`src/rtl/tx_buf_pkg.sv`:
```
// Shared types and default sizing for the tx_word_buffer slice.
package tx_buf_pkg;

   localparam int TXBUF_WIDTH     = 16;
   localparam int TXBUF_DEPTH     = 8;
   localparam int TXBUF_FRAME_LEN = 4;

   // IDLE    | waiting for a stored word
   // SEND    | out_valid high for this single cycle
   // WAIT    | holding out_data until the transceiver reports done
   // CK_SEND | out_valid high for the frame checksum word
   // CK_WAIT | holding the checksum word until done
   typedef enum logic [2:0] {
      IDLE    = 3'd0,
      SEND    = 3'd1,
      WAIT    = 3'd2,
      CK_SEND = 3'd3,
      CK_WAIT = 3'd4
   } tx_state_e;

endpackage

```
`src/rtl/tx_word_buffer_sync_fifo.sv`:
```
// Single-clock FIFO storage for tx_word_buffer. Pointers carry one extra
// wrap bit so full and empty are told apart by the MSB.
module sync_fifo #(
   parameter int WIDTH = 16,
   parameter int DEPTH = 8
) (
   input  logic                     clk,
   input  logic                     rst,
   input  logic                     wr_en,
   input  logic [WIDTH-1:0]         wr_data,
   input  logic                     rd_en,
   output logic [WIDTH-1:0]         rd_data,
   output logic                     full,
   output logic                     empty,
   output logic [$clog2(DEPTH):0]   level
);

   localparam int AW = $clog2(DEPTH);

   logic [AW:0]      wr_ptr_q, wr_ptr_d;
   logic [AW:0]      rd_ptr_q, rd_ptr_d;
   logic [WIDTH-1:0] mem_q [DEPTH];
   logic             do_wr, do_rd;

   assign empty   = (wr_ptr_q == rd_ptr_q);
   assign full    = (wr_ptr_q[AW] != rd_ptr_q[AW]) &&
                    (wr_ptr_q[AW-1:0] == rd_ptr_q[AW-1:0]);
   assign level   = wr_ptr_q - rd_ptr_q;
   assign rd_data = mem_q[rd_ptr_q[AW-1:0]];

   // Next pointer values; requests are ignored when they cannot be honoured.
   always_comb begin
      do_wr    = wr_en && !full;
      do_rd    = rd_en && !empty;
      wr_ptr_d = wr_ptr_q + {{AW{1'b0}}, do_wr};
      rd_ptr_d = rd_ptr_q + {{AW{1'b0}}, do_rd};
   end

   // Pointer registers.
   always_ff @(posedge clk or posedge rst) begin
      if (rst) begin
         wr_ptr_q <= '0;
         rd_ptr_q <= '0;
      end else begin
         wr_ptr_q <= wr_ptr_d;
         rd_ptr_q <= rd_ptr_d;
      end
   end

   // Storage array; contents are don't-care until written.
   always_ff @(posedge clk) begin
      if (do_wr) begin
         mem_q[wr_ptr_q[AW-1:0]] <= wr_data;
      end
   end

endmodule

```
`src/rtl/tx_word_buffer.sv`:
```
// Elastic buffer between the core result port and the UART send port.
// Optional per-frame XOR checksum word is enabled by defining TXBUF_CKSUM_EN.
module tx_word_buffer
   import tx_buf_pkg::*;
#(
   parameter int WIDTH     = TXBUF_WIDTH,
   parameter int DEPTH     = TXBUF_DEPTH,
   parameter int FRAME_LEN = TXBUF_FRAME_LEN
) (
   input  logic                     clk,
   input  logic                     rst,
   input  logic [WIDTH-1:0]         in_data,
   input  logic                     in_valid,
   output logic                     in_ready,
   output logic                     in_done,
   output logic [WIDTH-1:0]         out_data,
   output logic                     out_valid,
   input  logic                     out_done,
   output logic                     overflow,
   output logic [$clog2(DEPTH):0]   level
);

   if (DEPTH < 2 || (DEPTH & (DEPTH - 1)) != 0 || FRAME_LEN < 1) begin : g_bad_cfg
      $error("tx_word_buffer: DEPTH must be a power of two >= 2 and FRAME_LEN >= 1");
   end

   tx_state_e        state_q, state_d;
   logic [WIDTH-1:0] out_data_q, out_data_d;
   logic             out_valid_q, out_valid_d;
   logic             in_done_q, in_done_d;
   logic             overflow_q, overflow_d;

   logic             fifo_rd_en;
   logic [WIDTH-1:0] fifo_rd_data;
   logic             fifo_full, fifo_empty;

`ifdef TXBUF_CKSUM_EN
   localparam int FCW = $clog2(FRAME_LEN + 1);
   logic [WIDTH-1:0] xor_q, xor_d;
   logic [FCW-1:0]   frame_cnt_q, frame_cnt_d;
`endif

   sync_fifo #(
      .WIDTH (WIDTH),
      .DEPTH (DEPTH)
   ) u_fifo (
      .clk     (clk),
      .rst     (rst),
      .wr_en   (in_valid),
      .wr_data (in_data),
      .rd_en   (fifo_rd_en),
      .rd_data (fifo_rd_data),
      .full    (fifo_full),
      .empty   (fifo_empty),
      .level   (level)
   );

   assign in_ready  = !fifo_full;
   assign in_done   = in_done_q;
   assign out_data  = out_data_q;
   assign out_valid = out_valid_q;
   assign overflow  = overflow_q;

   // Write-side status: acknowledge accepted words, latch dropped ones.
   always_comb begin
      in_done_d  = in_valid && !fifo_full;
      overflow_d = overflow_q || (in_valid && fifo_full);
   end

   // Send sequencer; out_valid is registered on entry to a send state.
   always_comb begin
      state_d     = state_q;
      out_data_d  = out_data_q;
      out_valid_d = 1'b0;
      fifo_rd_en  = 1'b0;
`ifdef TXBUF_CKSUM_EN
      xor_d       = xor_q;
      frame_cnt_d = frame_cnt_q;
`endif
      case (state_q)
         IDLE: begin
            if (!fifo_empty) begin
               fifo_rd_en  = 1'b1;
               out_data_d  = fifo_rd_data;
               out_valid_d = 1'b1;
               state_d     = SEND;
            end
         end
         SEND: state_d = WAIT;
         WAIT: begin
            if (out_done) begin
`ifdef TXBUF_CKSUM_EN
               if (frame_cnt_q == FCW'(FRAME_LEN - 1)) begin
                  out_data_d  = xor_q ^ out_data_q;
                  out_valid_d = 1'b1;
                  xor_d       = '0;
                  frame_cnt_d = '0;
                  state_d     = CK_SEND;
               end else begin
                  xor_d       = xor_q ^ out_data_q;
                  frame_cnt_d = frame_cnt_q + 1'b1;
                  state_d     = IDLE;
               end
`else
               state_d = IDLE;
`endif
            end
         end
`ifdef TXBUF_CKSUM_EN
         CK_SEND: state_d = CK_WAIT;
         CK_WAIT: begin
            if (out_done) begin
               state_d = IDLE;
            end
         end
`endif
         default: state_d = IDLE;
      endcase
   end

   // Control and output registers.
   always_ff @(posedge clk or posedge rst) begin
      if (rst) begin
         state_q     <= IDLE;
         out_data_q  <= '0;
         out_valid_q <= 1'b0;
         in_done_q   <= 1'b0;
         overflow_q  <= 1'b0;
      end else begin
         state_q     <= state_d;
         out_data_q  <= out_data_d;
         out_valid_q <= out_valid_d;
         in_done_q   <= in_done_d;
         overflow_q  <= overflow_d;
      end
   end

`ifdef TXBUF_CKSUM_EN
   // Running checksum and frame position.
   always_ff @(posedge clk or posedge rst) begin
      if (rst) begin
         xor_q       <= '0;
         frame_cnt_q <= '0;
      end else begin
         xor_q       <= xor_d;
         frame_cnt_q <= frame_cnt_d;
      end
   end
`endif

endmodule
```
`config.mk`:
```
export PLATFORM = sky130hd
export DESIGN_NAME = tx_word_buffer
export DESIGN_NICKNAME = d
export VERILOG_FILES = /design/src/rtl/tx_buf_pkg.sv /design/src/rtl/tx_word_buffer_sync_fifo.sv /design/src/rtl/tx_word_buffer.sv
export SDC_FILE = /design/constraint.sdc
export NUM_CORES = 1
export LEC_CHECK = 0
export CELL_PAD_IN_SITES_DETAIL_PLACEMENT = 1
export CELL_PAD_IN_SITES_GLOBAL_PLACEMENT = 2
export CORE_ASPECT_RATIO = 0.8
export CORE_UTILIZATION = 44
export DETAILED_ROUTE_END_ITERATION = 6
export DONT_BUFFER_PORTS = 1
export GPL_TIMING_DRIVEN = 0
export PLACE_DENSITY_LB_ADDON = 0.1
export SYNTH_ARGS = -nofsm -noshare
export SYNTH_HDL_FRONTEND = slang
export SYNTH_SLANG_ARGS = --single-unit
```
`constraint.sdc`:
```
create_clock -name clk -period 3.2 [get_ports clk]
set_clock_uncertainty 0.05 [all_clocks]
set_input_delay 0.32 -clock clk [delete_from_list [all_inputs] [get_ports clk]]
set_output_delay 0.32 -clock clk [all_outputs]
set_load 0.005 [all_outputs]
```
==> reports/qor.yml <==
status: "finished, final reports clean"
comb_power_share: 0.310
antenna_found_initial: 0
path_max_fanout: 10
grt_pass1_wl_um: 18900
setup_viol: 0
yosysWarnings: 0
syn2layout_area_growth_pct: 22.1
p_sw_mw: 2.20
grt-ovfl-total: 0
io_buffers: 0
place_hpwl_um: 8140
synth_area_per_cell_um2: 20.2
ff2ff_path_depth: 9
period_needed_ns: 2.99
min_path_type: "primary input to flop"
vias_per_cell: 5.32
antennaDiodeCount: 0
power_leakage_nw: 2.73
yosysSeqAreaShare: 0.745
wire_per_inst_um: 23.3
worstSetupStartpointType: "flop"
asyncSetResetFlopFracSynth: 0.185
critPathCaptureType: "flop"
power_mw: 7.14
drv_slew: 0
grt_max_degree: 30
nNetsFinal: 384
clk_latency_ns: 0.43
ys.flop_type: "edfxtp_1"
yosysTopAreaCell: "edfxtp_1"
ant_nets: 0
ys_types: 26
drc: 0
numCtsBuffers: 17
slew_headroom: 0.629
synth_edf_count: 128
synth_top_area_share: 0.627
internal-power_mw: 4.94
ir_drop_uv: 483
drive_gt1_frac: 0.190
rows: 38
crit_arrival_ns: 3.07
finalSetupTns_ns: 0
die_h_um: 108
p_seq_frac: 0.403
initial_core_util: 0.451
syn_nets: 331
grt_usage: 0.196
worst_slew_pin_slew_ns: 0.557
drt_iter0_drc: 220
cts_root_buf: "clkbuf_16"
io_pins: 44
synthTopCellsByArea: "edfxtp_1 63%, dfrtp_1 12%, mux4_1 12%, mux2i_1 2.6%, mux4_2 1.8%"
grt_pass1_vias: 3048
max_freq_mhz: 335
switching_share: 0.308
maxCapViolCount: 0
hold_violations: 0
finalCritPeriodShare: 0.934
clockBufferDepth: 2
power_frac_clock: 0.287
clock_sinks: 157
cts_tree: "built"
cts.htree.levels: 4
dp_slack_ns: -0.352
synthCells: 303
power_density_nw_per_um2: 953
die_w_um: 134
cp.required_ns: 3.28
min_path_cells: 2
syn-cell-area_um2: 6130
firstDrtPassIters: 4
vias: 2919
synth_most_common_cell: "edfxtp_1"
path_clk_slew_ns: 0.06
drt_wl_total_um: 12800
nFillCells: 1222
core_um2: 13600
fp.dieArea_um2: 14400
synth-seq-cells: 157
crit_type: "flop to flop"
setup_ws_ns: 0.212
grt_setup_unrepaired: "no"
gp_congestion: 0.692
yosys-top-cells-count: "128 x edfxtp_1, 29 x dfrtp_1, 27 x mux4_1"
## placed cells by master, fill, tap and decap left out, types with 10 or more instances in the layout
cell and n:
edfxtp_1 128, nand2_1 18, o21ai_0 10, inv_1 11
mux2i_1 16, dlygate4sd3_1 18, mux4_1 27, clkbuf_16 17
dfrtp_1 29
## metal layers
layer	share of wire	global-route usage	vias up
met2	0.47	0.302	55
met3	0.040	0.0650	20
met5	0	0	-
met4	0.018	0.0722	0
li1	-	-	1313
met1	0.47	0.259	1531
## cell families after synthesis
logic type                 count (synthesis)  synth area share
muxes                                     49             0.162
AOI/OAI and AO/OA                         20            0.0171
adders and majority gates                  8            0.0175
and+or+nand+nor                           36            0.0247
buffers and inverters                     26            0.0237
xor gates and xnor gates                   7            0.0100
DFF                                      157             0.745
## what timing repair did
item / 4_1_cts / 5_1_grt
hold endpoints to repair: 130 / 29
endpoints found under the setup margin: 135 / 32
pin swaps: 6 / 0
gates resized for setup: 9 / 3
buffers inserted: 7 / 0
hold buffers: 17 / 1
## state kept, by name, summed over array words and instances, names as in the netlist
| register | cells |
|---|---|
| u_fifo.rd_ptr_q | 4 |
| out_data | 16 |
| in_done | 1 |
| state_q | 2 |
| overflow | 1 |
| out_valid | 1 |
| u_fifo.wr_ptr_q | 4 |
| u_fifo.mem_q | 128 |
## through the flow
step | cell area [um^2] | cells | util | hold slack [ns]
floorplan | 6140 | 303 | - | 0.348
global placement | 6370 | 483 | 0.468 | 0.369
detailed placement | 6530 | 491 | 0.480 | 0.369
CTS | 7440 | 547 | 0.547 | 0.0820
global route | 7490 | 549 | 0.551 | 0.123
finish | 7490 | 549 | 0.551 | 0.109
## area by class of cell
| type | count | area [um^2] | area share |
|---|---|---|---|
| Timing Repair Buffer | 34 | 435 | 0.0581 |
| Inverter | 12 | 45.0 | 0.00602 |
| Clock buffer | 27 | 493 | 0.0658 |
| Buffer | 14 | 105 | 0.0140 |
| Tap cell | 180 | 225 | 0.0301 |
| Sequential cell | 157 | 4570 | 0.610 |
| Clock inverter | 5 | 108 | 0.0144 |
| Multi-Input combinational cell | 120 | 1510 | 0.201 |
## power groups by stage
stage               combinational (mW)  clock (mW)  sequential (mW)
global placement                  1.93           0             2.91
CTS                               2.25        2.09             2.88
detailed placement                2.09           0             2.92
finish                            2.21        2.05             2.88
floorplan                         1.43           0             2.85
global route                      2.42        2.16             2.92
## worst paths after layout
check	from	endpoint	slack (ns)
setup / recovery	u_fifo.rd_ptr_q[1]	u_fifo.mem_q[0][12]	0.21
hold / removal	out_done	state_q[1]	0.11
setup reg to reg	u_fifo.rd_ptr_q[1]	u_fifo.mem_q[0][12]	0.21
hold reg to reg	overflow	overflow	0.45
max in group asynchronous	rst	out_data[2]	2.47
min in group asynchronous	rst	out_data[11]	0.21
## worst max-delay path: stages (launching register included)
cell and delay, ns:
dfrtp_1 0.41, clkbuf_4 0.29, buf_4 0.28, inv_1 0.07
ha_1 0.31, nand3_1 0.15, nand2b_1 0.26, nand3_2 0.25
nor3_4 0.36, buf_4 0.23
Power figures use the tool's default switching activity.
